===== src/rtl/mod_pkg.sv =====
// Shared state encoding and default geometry for the modulation BRAM writer.
package mod_pkg;

  localparam int MOD_DEPTH_DEFAULT = 65536;
  localparam int MOD_ADDR_W        = 16;

  typedef enum logic [1:0] {
    IDLE,
    WR_LO,
    WR_HI,
    FINISH
  } mod_state_e;

endpackage


===== src/rtl/modulation_bram_writer.sv =====
// Splits 16-bit stream words into byte samples, writes them to the modulation BRAM and publishes CYCLE.
// Define MOD_DOUBLE_BUFFER_EN for ping-pong banking (BANK output, BRAM_ADDR gains an MSB = !BANK).
module modulation_bram_writer
  import mod_pkg::*;
#(
  parameter int DEPTH  = MOD_DEPTH_DEFAULT,
  parameter int ADDR_W = MOD_ADDR_W
) (
  input  logic              CLK,
  input  logic              RST,
  input  logic              CLEAR,
  input  logic              IN_VALID,
  output logic              IN_READY,
  input  logic [15:0]       IN_DATA,
  input  logic              IN_KEEP_HI,
  input  logic              IN_LAST,
  output logic              BRAM_WE,
`ifdef MOD_DOUBLE_BUFFER_EN
  output logic [ADDR_W:0]   BRAM_ADDR,
  output logic              BANK,
`else
  output logic [ADDR_W-1:0] BRAM_ADDR,
`endif
  output logic [7:0]        BRAM_DIN,
  output logic [15:0]       CYCLE,
  output logic              CYCLE_VALID,
  output logic              OVERFLOW,
  output logic              BUSY
);

  // One extra pointer bit so a full load of DEPTH samples is representable.
  localparam int PTR_W = ADDR_W + 1;
  localparam logic [PTR_W-1:0] DEPTH_P = PTR_W'(DEPTH);
`ifdef MOD_DOUBLE_BUFFER_EN
  localparam int BA_W = ADDR_W + 1;
`else
  localparam int BA_W = ADDR_W;
`endif

  mod_state_e       state_q, state_d;
  logic [PTR_W-1:0] wptr_q, wptr_d;
  logic [7:0]       hi_q, hi_d;
  logic             keep_hi_q, keep_hi_d;
  logic             last_q, last_d;
  logic             ready_q, ready_d;
  logic             we_q, we_d;
  logic [BA_W-1:0]  addr_q, addr_d;
  logic [7:0]       din_q, din_d;
  logic [15:0]      cycle_q, cycle_d;
  logic             cvalid_q, cvalid_d;
  logic             ovf_q, ovf_d;
  logic             busy_q;
  logic             bank_q, bank_d;

  logic             accept;
  logic             take;
  logic             finish;
  logic             wr_req;
  logic [7:0]       wr_byte;

  // CLEAR wins over a same-cycle handshake, so the word is refused rather than silently lost.
  assign IN_READY = ready_q && !CLEAR;
  assign accept   = IN_VALID && IN_READY;

  always_comb begin
    state_d   = state_q;
    wptr_d    = wptr_q;
    hi_d      = hi_q;
    keep_hi_d = keep_hi_q;
    last_d    = last_q;
    ready_d   = 1'b0;
    we_d      = 1'b0;
    addr_d    = addr_q;
    din_d     = din_q;
    cycle_d   = cycle_q;
    cvalid_d  = 1'b0;
    ovf_d     = ovf_q;
    bank_d    = bank_q;
    take      = 1'b0;
    finish    = 1'b0;
    wr_req    = 1'b0;
    wr_byte   = 8'h00;

    unique case (state_q)
      IDLE: begin
        ready_d = 1'b1;
        take    = accept;
      end
      WR_LO: begin
        if (keep_hi_q) begin
          wr_req  = 1'b1;
          wr_byte = hi_q;
          state_d = WR_HI;
          ready_d = !last_q;
        end else if (last_q) begin
          finish = 1'b1;
        end else begin
          state_d = IDLE;
          ready_d = 1'b1;
        end
      end
      WR_HI: begin
        if (accept) begin
          take = 1'b1;
        end else if (last_q) begin
          finish = 1'b1;
        end else begin
          state_d = IDLE;
          ready_d = 1'b1;
        end
      end
      FINISH: begin
        state_d = IDLE;
        ready_d = 1'b1;
      end
    endcase

    // A zero pointer at accept time means this is the first word of a fresh load.
    if (take) begin
      hi_d      = IN_DATA[15:8];
      keep_hi_d = IN_KEEP_HI;
      last_d    = IN_LAST;
      wr_req    = 1'b1;
      wr_byte   = IN_DATA[7:0];
      state_d   = WR_LO;
      ready_d   = 1'b0;
      if (wptr_q == '0) ovf_d = 1'b0;
    end

    if (wr_req) begin
      if (wptr_q < DEPTH_P) begin
        we_d   = 1'b1;
`ifdef MOD_DOUBLE_BUFFER_EN
        addr_d = {!bank_q, wptr_q[ADDR_W-1:0]};
`else
        addr_d = wptr_q[ADDR_W-1:0];
`endif
        din_d  = wr_byte;
        wptr_d = wptr_q + PTR_W'(1);
      end else begin
        ovf_d = 1'b1;
      end
    end

    if (finish) begin
      state_d  = FINISH;
      cycle_d  = 16'(wptr_q - PTR_W'(1));
      cvalid_d = 1'b1;
      wptr_d   = '0;
      ready_d  = 1'b0;
      bank_d   = !bank_q;
    end

    if (CLEAR) begin
      state_d  = IDLE;
      wptr_d   = '0;
      ready_d  = 1'b1;
      we_d     = 1'b0;
      addr_d   = addr_q;
      din_d    = din_q;
      cycle_d  = cycle_q;
      cvalid_d = 1'b0;
      ovf_d    = 1'b0;
      bank_d   = bank_q;
    end
  end

  always_ff @(posedge CLK) begin
    if (RST) begin
      state_q   <= IDLE;
      wptr_q    <= '0;
      hi_q      <= 8'h00;
      keep_hi_q <= 1'b0;
      last_q    <= 1'b0;
      ready_q   <= 1'b1;
      we_q      <= 1'b0;
      addr_q    <= '0;
      din_q     <= 8'h00;
      cycle_q   <= 16'h0000;
      cvalid_q  <= 1'b0;
      ovf_q     <= 1'b0;
      busy_q    <= 1'b0;
      bank_q    <= 1'b0;
    end else begin
      state_q   <= state_d;
      wptr_q    <= wptr_d;
      hi_q      <= hi_d;
      keep_hi_q <= keep_hi_d;
      last_q    <= last_d;
      ready_q   <= ready_d;
      we_q      <= we_d;
      addr_q    <= addr_d;
      din_q     <= din_d;
      cycle_q   <= cycle_d;
      cvalid_q  <= cvalid_d;
      ovf_q     <= ovf_d;
      busy_q    <= (state_d != IDLE);
      bank_q    <= bank_d;
    end
  end

  assign BRAM_WE     = we_q;
  assign BRAM_ADDR   = addr_q;
  assign BRAM_DIN    = din_q;
  assign CYCLE       = cycle_q;
  assign CYCLE_VALID = cvalid_q;
  assign OVERFLOW    = ovf_q;
  assign BUSY        = busy_q;
`ifdef MOD_DOUBLE_BUFFER_EN
  assign BANK        = bank_q;
`endif

endmodule


===== config.mk =====
export PLATFORM = sky130hd
export DESIGN_NAME = modulation_bram_writer
export DESIGN_NICKNAME = d
export VERILOG_FILES = /design/src/rtl/mod_pkg.sv /design/src/rtl/modulation_bram_writer.sv
export SDC_FILE = /design/constraint.sdc
export NUM_CORES = 1
export LEC_CHECK = 0
export BUFFER_PORTS_ARGS = -buffer_cell sky130_fd_sc_hd__buf_2
export CAP_MARGIN = 10
export CORE_MARGIN = 2
export CORE_UTILIZATION = 50
export CTS_CLUSTER_DIAMETER = 120
export DETAILED_ROUTE_END_ITERATION = 8
export PLACE_DENSITY = 0.76
export SLEW_MARGIN = 20
export SYNTH_ARGS = -nofsm -noshare
export SYNTH_HDL_FRONTEND = slang
export SYNTH_SLANG_ARGS = --single-unit

===== constraint.sdc =====
create_clock -name CLK -period 2.55 [get_ports CLK]
set_clock_uncertainty 0.15 [all_clocks]
set_input_delay 0.6375 -clock CLK [delete_from_list [all_inputs] [get_ports CLK]]
set_output_delay 0.6375 -clock CLK [all_outputs]
set_load 0.005 [all_outputs]

---- Yosys cells after proc, flatten, opt, wreduce, memory -nomap -nowiden ----
Cells that the tools add are included.
storage, ports and cells
  register bits ........................... 74
  bits of input ports ..................... 22
  output and inout port bits .............. 45
  logic and storage cells ................. 66
operators by class
  add/subtract/negate cells ............... 2
  order comparisons ....................... 1
  eq/ne operators ......................... 3
  multiplexer cells ....................... 31
  bitwise operators ....................... 2
  reductions and logical operators ........ 14
operators with widths
  cell                     count
  $mux W8                  3
  $mux W1                  18
  $add A17 B1 Y17 const B  1
  $logic_not A17 Y1        1
  $lt A17 B17 Y1 const B   1
  $sub A16 B1 Y16 const B  1
  $mux W2                  6
  $pmux W2 S3              1
  $reduce_or A3 Y1         2
  $eq A2 B2 Y1 const B     2
  $pmux W1 S2              2
  $reduce_and A2 Y1        2
  $reduce_or A2 Y1         2
  $pmux W1 S3              1
  $reduce_and A3 Y1        1
  $eq A2 B1 Y1 const B     1
  $logic_and A1 B1 Y1      2
  $logic_not A1 Y1         2
  $logic_not A2 Y1         1
  $not A1 Y1               2
  $reduce_bool A2 Y1       1

---- Logic depth before layout (Yosys ltp) ----
  depth in word-level cells ............... 9
  depth in mapped cells ................... 8
  depth with buffers taken out ............ 6

---- Worst setup path after synthesis ----
No wires, ideal clock.
  path kind ............................... register to register
  start point ............................. register state_q[1]
  end point ............................... register wptr_q[15]
  setup time .............................. 0.132 ns
  arrival ................................. 1.695 ns
  data required time ...................... 2.268 ns
  path slack .............................. 0.573 ns
  stages on the path, launching flop included .. 9
  path buffers ............................ 2
  period minus slack after synthesis ...... 1.977 ns
  cell sequence ........................... dfxtp_1 -> inv_1 -> ha_1 -> nand2_1 -> buf_6 -> o22a_1 -> buf_2 -> o41ai_1 -> a21oi_1
on the way
  word-level cells in the longest chain between the ends .. 4
  elaborated cells between the ends (all ways) .. 9
  classes of those cells .................. eq/ne (2); mux (4); reduce/logical (3)
ends and longest elaborated chain
  item                                           line                           source
  start: declaration                             modulation_bram_writer.sv:40   mod_state_e state_q, state_d;
  start signal: assignment                       modulation_bram_writer.sv:185  state_q <= state_d;
  $eq A2 B2 Y1, or another cell as far along     modulation_bram_writer.sv:84   unique case (state_q)
  $pmux W1 S2 / $mux W1 (equally long branches)  modulation_bram_writer.sv:84
  $mux W1                                        modulation_bram_writer.sv:119  if (take) begin
  $reduce_and A2 Y1 (no source line)             --
  end signal: assignment                         modulation_bram_writer.sv:186  wptr_q <= wptr_d;
  end: declaration                               modulation_bram_writer.sv:41   logic [PTR_W-1:0] wptr_q, wptr_d;
Several ways; a longest one is shown, not always the timed one.
A chain may end at the register's enable or synchronous reset.

---- Worst setup path after layout ----
  start point ............................. register state_q[1]
  end point ............................... register wptr_q[12]
The elaborated chain is that of the path after synthesis.

==> results.toml <==
[setup_path]
critical_path.slowest_cell = "or4_1"
start_kind = "flip-flop"
reg2reg_from = "state_q[1]"
cp.depth = 6
crit-reg2reg-capture = "wptr_q[12]"
worstPathArrival_ps = 2380
cpLargestDelayFamily = "simple AND/OR/NAND/NOR gates"
rrSetupSlack_ps = 290
cp.required_ps = 2670
worstPathBufferInverterCount = 1
path_class = "flip-flop to flip-flop"
critPathLaunch = "state_q[1]"
crit_fanout = 13
slowest_delay_ps = 550
reg2reg_depth = 6
crit_chain = "inv_1 > ha_1 > nand2_1 > a211o_1 > or4_1 > a21oi_1"
crit_path_end_kind = "flip-flop"
endpoint = "wptr_q[12]"

[cells_and_area]
area_delta_synth_final_pct = 15.3
multi_input_area_um2 = 1860
final_cell_mix = "74 x dfxtp_1, 66 x buf_2, 37 x nand2_1"
antenna_cells = 0
seq_area_um2 = 1480
nets = 497
final_common_cell = "dfxtp_1"
drive_above_1_share_pct = 21.3
fillerInstances = 621

[routing]
wl_per_cell_um = 14.6
routed_wl_um = 8330
vias = 3215
ant_nets = 0
dr.pass1.iters = 6
met2_length_um = 3960
top_layer_used = "met4"
met1_length_um = 3740
drt_iter0_markers = 262
drc = 0
viasPerCell = 5.64
route.met3.wl_um = 443

[status]
status = "completed"

[sta]
fin_crit_ps = 2260
hold_viol = 0
rsz0062_at_grt = "false"
tns_ps = 0
setup_violations = 0
tightest_slew_ps = 584
fmax_mhz = 443
slew_viol_final = 0
fin_crit_sh_pct = 88.6
slew_headroom_pct = 61.0

[logic_synthesis]
synth_area_um2 = 3590
synth-simple-area-share_pct = 26.1
synth_edf_count = 0
synth.largest_area_cell = "dfxtp_1"
yosys_warnings = 0
ys_seq_area_share_pct = 41.3
synth_top_family_by_area = "simple AND/OR/NAND/NOR gates"
synth_top_area_share_pct = 41.3
yosysUniqueCellTypes = 56
synth-seq-cells = 74
async_flop_share_pct = 0
synth_cells = 419
synth.area.top_cells = "dfxtp_1 41%, nand4b_1 4.6%, nand2_1 3.9%"
synth_mux_area_share_pct = 0.279
synth_fa_ha_area_share_pct = 1.74
syn-num-nets = 446
ys.flop_type = "dfxtp_1"
synth-xor-area-share_pct = 2.69
syn_avg_cell_area_um2 = 8.56
synth-compound-area-share_pct = 20.9

[clocking]
clock-sinks = 74
htree_levels = 3
insertion_delay_ps = 340
cts_tree = "done"
clkSlewWorstSetupHoldPaths_ps = 70
cts_hold_buffers = 0
cts_setup_buffers = 0
clock_path_buffers = 2
ctsResizeCount = 0
cts_root_buffer = "clkbuf_8"
numCtsBuffers = 9

[place]
place_congestion = 0.899
hpwl_um = 5790
portBuffers = 66

[job]
drv_cap = 0

[die]
die_area_um2 = 7870
initial_core_util_pct = 52.2
ios = 67
core_area_um2 = 6870
die_y_um = 88.7
rows = 30
die_width_um = 88.7

[global_routing]
grt_pass1_wl_um = 13900
grt.total_usage_pct = 22.4
grt.overflow.total = 0
grt_max_degree = 71
grt_pass1_vias = 2988
antenna_found_initial = 0

[power_and_ir_drop]
peakVddDrop_v = 0.000325
power.density_nw_per_um2 = 541
p_leak_nw = 1.63
p_total_mw = 2.24

[min_path]
hold_class = "flip-flop to flip-flop"
registers in the layout (all words and copies together) (netlist names):
name         flops
BRAM_ADDR       16
BRAM_DIN         8
BRAM_WE          1
BUSY             1
CYCLE           16
CYCLE_VALID      1
OVERFLOW         1
hi_q             8
keep_hi_q        1
last_q           1
ready_q          1
state_q          2
wptr_q          17
worst min path at each step:
stage,startpoint,endpoint,cells after the start
3_3_place_gp,hi_q[6],hi_q[6],2
6_report,hi_q[4],hi_q[4],2
3_5_place_dp,hi_q[4],hi_q[4],2
4_1_cts,hi_q[4],hi_q[4],2
2_1_floorplan,hi_q[0],hi_q[0],2
5_1_grt,hi_q[0],hi_q[0],2
final cells by class:
class,count,area share (%)
Clock inverter,3,0.969
Tap cell,96,2.91
Sequential cell,74,35.8
Multi-Input combinational cell,290,45.1
Timing Repair Buffer,78,10.2
Inverter,17,1.54
Clock buffer,12,3.51
tightest hold or removal path, cell delays in order, from the launching register on:
cell     delay, ps
dfxtp_1        310
nand2_1         50
a21oi_1         50
metrics by stage:
step	std cells	utilization (%)	area (µm²)	hold slack [ps]	worst slack, ps
floorplan	419	-	3590	286	573
global placement	555	57.5	3950	297	220
detailed placement	555	57.5	3950	304	159
CTS	570	60.2	4130	314	297
global route	570	60.2	4130	338	116
finish	570	60.2	4130	311	292
Yosys cell counts, types with 8 or more instances:
cell / n
nand4b_1: 19
clkbuf_1: 23
buf_2: 10
a221oi_1: 8
dfxtp_1: 74
o21ai_0: 26
nand2b_1: 18
a21oi_1: 24
nor2_1: 33
or3_1: 15
nand2_1: 37
a211oi_1: 13
o31ai_1: 14
inv_1: 17
metal layers:
layer	vias up	global-route usage (%)
met1	1481	29.3
li1	1619	-
met4	0	9.23
met2	98	36.2
met5	-	0
met3	17	4.48
power breakdown:
part           switching (mW)  internal (mW)
logic                   0.101         0.0702
registers              0.0119           1.17
clock network           0.409          0.471
total                   0.521           1.71
cells by family (layout without fill, tap and decap cells):
kind of cell,count (synthesis),after routing
AND/OR/NAND/NOR,162,162
multiplexers,1,1
flip-flops,74,74
XOR/XNOR,11,11
buffers and inverters,55,110
AO/OA/AOI/OAI,111,111
adder cells (fa/ha/maj),5,5
No activity file was read; power rests on OpenSTA's default activity.
